--- src/rtl/core_seq_ctrl.sv ---
// core_seq_ctrl: multi-cycle phase sequencer for the RV64 core datapath.
// Each instruction walks FETCH -> DECODE -> EXEC -> (MEM) -> WB. A
// dedicated TRAP cycle handles exceptions, memory timeouts and interrupts.
// Only the phase and the wait counter are stored. Every other output is
// decoded from the current phase and this cycle's inputs.
module core_seq_ctrl #(
  parameter int TIMEOUT_CYCLES = 16,
  parameter int CNT_W          = 5
) (
  input  logic        clk,
  input  logic        rst,
  input  logic        imem_ready,
  input  logic        dmem_ready,
  input  logic        is_LOAD,
  input  logic        is_STORE,
  input  logic        is_CSR,
  input  logic        mret,
  input  logic        exc_en,
  input  logic        irq_pending,
  input  logic [63:0] pc_addr,
  input  logic [63:0] dmem_addr,
  output logic        imem_req,
  output logic        ir_load,
  output logic        dmem_req,
  output logic        dmem_we,
  output logic        we_regs_en,
  output logic        we_csr_en,
  output logic        pc_en,
  output logic        instr_retired,
  output logic        trap_commit,
  output logic        to_exc_en,
  output logic [3:0]  to_exc_code,
  output logic [63:0] to_exc_val,
  output logic [2:0]  state
);

  typedef enum logic [2:0] {
    S_IDLE   = 3'd0,
    S_FETCH  = 3'd1,
    S_DECODE = 3'd2,
    S_EXEC   = 3'd3,
    S_MEM    = 3'd4,
    S_WB     = 3'd5,
    S_TRAP   = 3'd6
  } state_t;

  // Exception codes raised when a memory request waits too long.
  localparam logic [3:0] CODE_INSTR_FAULT = 4'd1;
  localparam logic [3:0] CODE_LOAD_FAULT  = 4'd5;
  localparam logic [3:0] CODE_STORE_FAULT = 4'd7;

  // Counter value seen on the last allowed waiting cycle.
  localparam int              TO_LAST_I = (TIMEOUT_CYCLES > 0) ? (TIMEOUT_CYCLES - 1) : 0;
  localparam logic [CNT_W-1:0] TO_LAST  = CNT_W'(TO_LAST_I);
  localparam logic             TO_ON    = (TIMEOUT_CYCLES != 0);

  state_t           state_q;
  state_t           state_d;
  logic [CNT_W-1:0] wait_cnt_q;
  logic [CNT_W-1:0] wait_cnt_d;

  logic in_wait;      // phase that has an outstanding memory request
  logic wait_ready;   // ready of whichever memory the current phase waits on
  logic timeout;      // this is the last waiting cycle and ready is still low

  // MRET needs no state of its own. The pc block selects the return address.
  logic unused_mret;
  assign unused_mret = mret;

  assign state = state_q;

  // Timeout detection for the memory request that is currently outstanding.
  always_comb begin
    in_wait    = (state_q == S_FETCH) || (state_q == S_MEM);
    wait_ready = (state_q == S_FETCH) ? imem_ready : dmem_ready;
    timeout    = TO_ON && in_wait && !wait_ready && (wait_cnt_q == TO_LAST);
  end

  // Next phase. Within a cycle exc_en beats ready, and ready beats timeout.
  always_comb begin
    state_d = state_q;
    case (state_q)
      S_IDLE: state_d = S_FETCH;
      S_FETCH: begin
        if (exc_en)          state_d = S_TRAP;
        else if (imem_ready) state_d = S_DECODE;
        else if (timeout)    state_d = S_TRAP;
        else                 state_d = S_FETCH;
      end
      S_DECODE: state_d = exc_en ? S_TRAP : S_EXEC;
      S_EXEC: begin
        if (exc_en)                  state_d = S_TRAP;
        else if (is_LOAD || is_STORE) state_d = S_MEM;
        else                         state_d = S_WB;
      end
      S_MEM: begin
        if (exc_en)          state_d = S_TRAP;
        else if (dmem_ready) state_d = S_WB;
        else if (timeout)    state_d = S_TRAP;
        else                 state_d = S_MEM;
      end
      S_WB: begin
        // An interrupt is taken only after the current instruction retires.
        if (exc_en || irq_pending) state_d = S_TRAP;
        else                       state_d = S_FETCH;
      end
      S_TRAP:  state_d = S_FETCH;
      default: state_d = S_IDLE;
    endcase
  end

  // Wait counter: restarts whenever a fetch or data phase is entered,
  // counts waiting cycles, and saturates instead of wrapping.
  always_comb begin
    wait_cnt_d = wait_cnt_q;
    if (((state_d == S_FETCH) && (state_q != S_FETCH)) ||
        ((state_d == S_MEM)   && (state_q != S_MEM))) begin
      wait_cnt_d = '0;
    end else if (in_wait && !wait_ready && (wait_cnt_q != {CNT_W{1'b1}})) begin
      wait_cnt_d = wait_cnt_q + 1'b1;
    end
  end

  // Handshake, commit and trap outputs decoded from the phase and the inputs.
  always_comb begin
    imem_req      = 1'b0;
    ir_load       = 1'b0;
    dmem_req      = 1'b0;
    dmem_we       = 1'b0;
    we_regs_en    = 1'b0;
    we_csr_en     = 1'b0;
    pc_en         = 1'b0;
    instr_retired = 1'b0;
    trap_commit   = 1'b0;
    to_exc_en     = 1'b0;
    to_exc_code   = 4'd0;
    to_exc_val    = 64'd0;
    case (state_q)
      S_FETCH: begin
        imem_req = 1'b1;
        if (!exc_en) begin
          if (imem_ready) begin
            ir_load = 1'b1;
          end else if (timeout) begin
            to_exc_en   = 1'b1;
            to_exc_code = CODE_INSTR_FAULT;
            to_exc_val  = pc_addr;
          end
        end
      end
      S_MEM: begin
        dmem_req = 1'b1;
        // A faulting access must never reach memory as a write.
        dmem_we  = is_STORE && !exc_en;
        if (!exc_en && timeout) begin
          to_exc_en   = 1'b1;
          to_exc_code = is_STORE ? CODE_STORE_FAULT : CODE_LOAD_FAULT;
          to_exc_val  = dmem_addr;
        end
      end
      S_WB: begin
        // A late exception cancels the whole commit of this instruction.
        if (!exc_en) begin
          pc_en         = 1'b1;
          instr_retired = 1'b1;
          we_regs_en    = !is_STORE;
          we_csr_en     = is_CSR;
        end
      end
      S_TRAP: begin
        trap_commit = 1'b1;
        pc_en       = 1'b1;
      end
      default: ;
    endcase
  end

  // Phase and wait-counter registers. The reset is asynchronous, so an
  // outstanding request drops as soon as rst rises.
  always_ff @(posedge clk or posedge rst) begin
    if (rst) begin
      state_q    <= S_IDLE;
      wait_cnt_q <= '0;
    end else begin
      state_q    <= state_d;
      wait_cnt_q <= wait_cnt_d;
    end
  end

endmodule

--- config.mk ---
export PLATFORM = sky130hd
export DESIGN_NAME = core_seq_ctrl
export DESIGN_NICKNAME = d
export VERILOG_FILES = /design/src/rtl/core_seq_ctrl.sv
export SDC_FILE = /design/constraint.sdc
export NUM_CORES = 1
export LEC_CHECK = 0
export ABC_AREA = 1
export BUFFER_PORTS_ARGS = -buffer_cell sky130_fd_sc_hd__buf_4
export CORE_AREA = 2 2 85 87
export DETAILED_ROUTE_END_ITERATION = 6
export DIE_AREA = 0 0 87 89
export GPL_ROUTABILITY_DRIVEN = 0
export REMOVE_ABC_BUFFERS = 1
export SLEW_MARGIN = 20
export SYNTH_ARGS = -nofsm -noshare
export SYNTH_HDL_FRONTEND = slang
export SYNTH_SLANG_ARGS = --single-unit
export TNS_END_PERCENT = 10
--- constraint.sdc ---
create_clock -name clk -period 2.69 [get_ports clk]
set_input_delay 0.1345 -clock clk [delete_from_list [all_inputs] [get_ports clk]]
set_output_delay 0.1345 -clock clk [all_outputs]
set_load 0.03 [all_outputs]
==> metrics.md <==
| Metric | Value |
|---|---|
| Status | `complete, no violations` |
| Congestion Overflow GR | `0` |
| Max Fclk | `0.4174 GHz` |
| Vias in the first global route | `2365` |
| CTS Buf Count | `3` |
| Initial antenna violation count | `0` |
| Final Hold Fails | `0` |
| Final wirelength | `7.733 mm` |
| DRC viols | `0` |
| Crit path time final | `2.396 ns` |
| Max stage delay on crit path | `around 0.38 ns` |
| # IOs | `approximately 220` |
| Area Overhead vs Synth | `101.8%` |
| Number of clock sinks | `8` |
| Placed cell count | `601` |
| Nature of the critical path endpoint | `output pin` |
| Element type at the critical path start | `flip-flop` |
| Worst reg2reg path endpoint | `wait_cnt_q[3]` |
| Skew-Pair Late Insertion Delay | `0.23 ns` |
| Leakage power | `between 2 and 2.5 nW` |
| Mapped Area | `0.001649 mm²` |
| Distinct cells, synth | `26` |
| Remaining antenna violation count | `0` |
| TNS Setup | `0 ns` |
| Post-synth EDFFs | `0` |
| Routed length per instance | `12.76 µm` |
| Final Max Slew Viols | `0` |
| CTS Root Cell | `clkbuf_8` |
| Postcts setup bufs | `0` |
| Largest net degree at the start of global routing | `66` |
| Crit-path max FO | `32` |
| Peak supply drop | `between 0.15 and 0.2 mV` |
| Most frequent cells in the layout | `218 x buf_4, 88 x nand2_1, 85 x inv_1` |
| Post-synthesis sequential area ratio | `12.14%` |
| Post-Syn Instances | `320` |
| Post-CTS Resized | `0` |
| Reg2reg start | `wait_cnt_q[0]` |
| Max-Cap Viols | `0` |
| Power after layout | `0.001109 W` |
| Final instance area | `roughly 0.0033 mm²` |
| Share of layout cells above drive strength 1 | `44.30%` |
| Worst Reg-to-Reg Cells | `13` |
| Die Area | `about 0.0077 mm²` |
| Fin cells | `606` |
| Max clock buf depth | `2` |
| Synth Flop Type | `dfrtp_1` |
| #FFs+latches synth | `8` |
| Period utilisation layout | `89.06%` |
| Die Y-Extent | `between 80 and 90 µm` |
| Global-route wire length before repair | `~11 mm` |
| Hold slack | `0.1952 ns` |
| Crit path cell chain | `ha_1 > nand2_1 > nor2_1 > ha_1 > inv_1 > nor2_2 > nand3_2 > inv_2 > clkbuf_16 > nand2_1 > o21ai_0 > buf_4` |
| H-tree depth | `1` |
| HP Class | `input pin to flip-flop` |
| N_diodes | `0` |
| Critical path data arrival time | `2.26 ns` |
| Initial Utilization | `24.54%` |
| Number of port buffers | `216` |
| CTS tree | `yes` |
| Final Skew | `0.002530 ns` |
| Core area | `0.006719 mm²` |
| Avg Cell Area, Syn | `roughly 5 µm²` |
| Worst Hold End | `state[2]` |
| Vias per inst | `4.335` |
| RSZ-0062 raised after global routing | `no` |
| Hold depth | `3` |
| Synth warnings | `0` |
| Worst rel slew slack | `about two thirds` |
| Critical path's slowest cell | `dfrtp_1` |
| Power per cell area | `333.1 mW/mm²` |
| Hold path startpoint | `exc_en` |
| DRT Pass-1 Iters | `4` |
| WS Path Type | `flip-flop to output pin` |
| Tot GR Track Use | `18.45%` |
| Die Width | `87 µm` |
| CTS clk-pin slew, worst paths | `0.04 ns` |
| Final HPWL from detailed placement | `6.528 mm` |
| FF-to-FF setup slack | `0.80 ns` |
| Worst-Margin Slew | `0.5151 ns` |
| Async set-reset flop share out of synthesis | `100.0%` |
| Routed vias | `2627` |
| Final setup viols | `0` |
| DRT iter0 DRCs | `70` |
| Req. time, crit path | `between 2 and 3 ns` |
| Commonest non-fill, non-tap cell in the layout | `buf_4` |
| DP Area | `~0.0033 mm²` |
| Final #Nets | `between 600 and 700` |
| Rows | `30` |
[worst max-delay path, delay by kind of cell (launching register included)]
kind / cells / cell delay [ns]
adders and majority gates: 2 / 0.44
and+or+nand+nor: 5 / 0.48
DFF: 1 / 0.38
buffers and inverters: 4 / 0.64
AOI/OAI and AO/OA: 1 / 0.08
[final cells by class]
type	count	area (µm²)
clock buffers	3	41.29
fillers	712	3391
inverters	88	330.3
multi-input cells	206	964.7
flip-flops and latches	8	200.2
well taps	80	100.1
repair buffers	221	1692
[synth_stat cells (all sizes together) (2+ instances only)]
cell type	count	area [µm²]
nand2	89	336.6
inv	88	330.3
o21ai	65	325.3
nor2	21	88.83
nand3	13	75.07
buf	12	131.4
dfrtp	8	200.2
clkbuf	6	22.52
nand4	5	31.28
ha	3	37.54
a21oi	2	10.01
xor2	2	17.52
[where the power goes]
group / total (W) / switching (W) / leakage [nW] / internal (W)
clock network: 0.000145 / 0.0000477 / 0.0216 / 0.0000970
logic: 0.000739 / 0.000421 / 1.91 / 0.000318
registers: 0.000225 / 0.0000666 / 0.105 / 0.000159
[registers in the layout (all words and copies together), names as in the netlist]
name        cells
state           3
wait_cnt_q      5
[how the worst max path moves through the flow]
stage                       start              to  slack (ns)  cells after the start
finish              wait_cnt_q[0]  to_exc_val[24]        0.29                     12
global route        wait_cnt_q[0]  to_exc_val[16]        0.06                     12
CTS                 wait_cnt_q[0]  to_exc_val[30]        0.20                     12
detailed placement  wait_cnt_q[0]  to_exc_val[30]        0.46                     12
global placement    wait_cnt_q[0]  to_exc_val[30]        0.50                     12
floorplan                state[0]  to_exc_val[16]       -1.20                      4
[cells by family (layout without fill, tap and decap cells)]
| family | Yosys count | after routing | synth area share (%) |
|---|---|---|---|
| buf+inv | 106 | 312 | 29.36 |
| fa+ha+maj | 3 | 3 | 2.276 |
| xor+xnor | 3 | 3 | 1.594 |
| other cells | 1 | 1 | 0.2274 |
| mux | 1 | 1 | 0.6070 |
| flops | 8 | 8 | 12.14 |
| simple gates | 129 | 129 | 32.55 |
| compound gates | 69 | 69 | 21.24 |
[layer usage]
metal	share of wire (%)	global-route usage, %	vias up
met5	0	0	-
met3	11	7.941	25
met4	3.9	7.955	0
met1	36	20.60	1112
met2	49	30.74	118
li1	-	-	1372
[what timing repair did]
action	in CTS	in global routing
hold buffers	1	0
endpoints found under the hold margin	8	0
endpoints found under the setup margin	0	2
[through the flow]
stage	utilization, %	setup slack, ns
after floorplan	-	-1.202
after global placement	48.40	0.4987
after detailed placement	48.40	0.4635
after CTS	49.16	0.2022
after global routing	49.53	0.06259
final	49.53	0.2944
No activity file was read; power rests on OpenSTA's default activity.
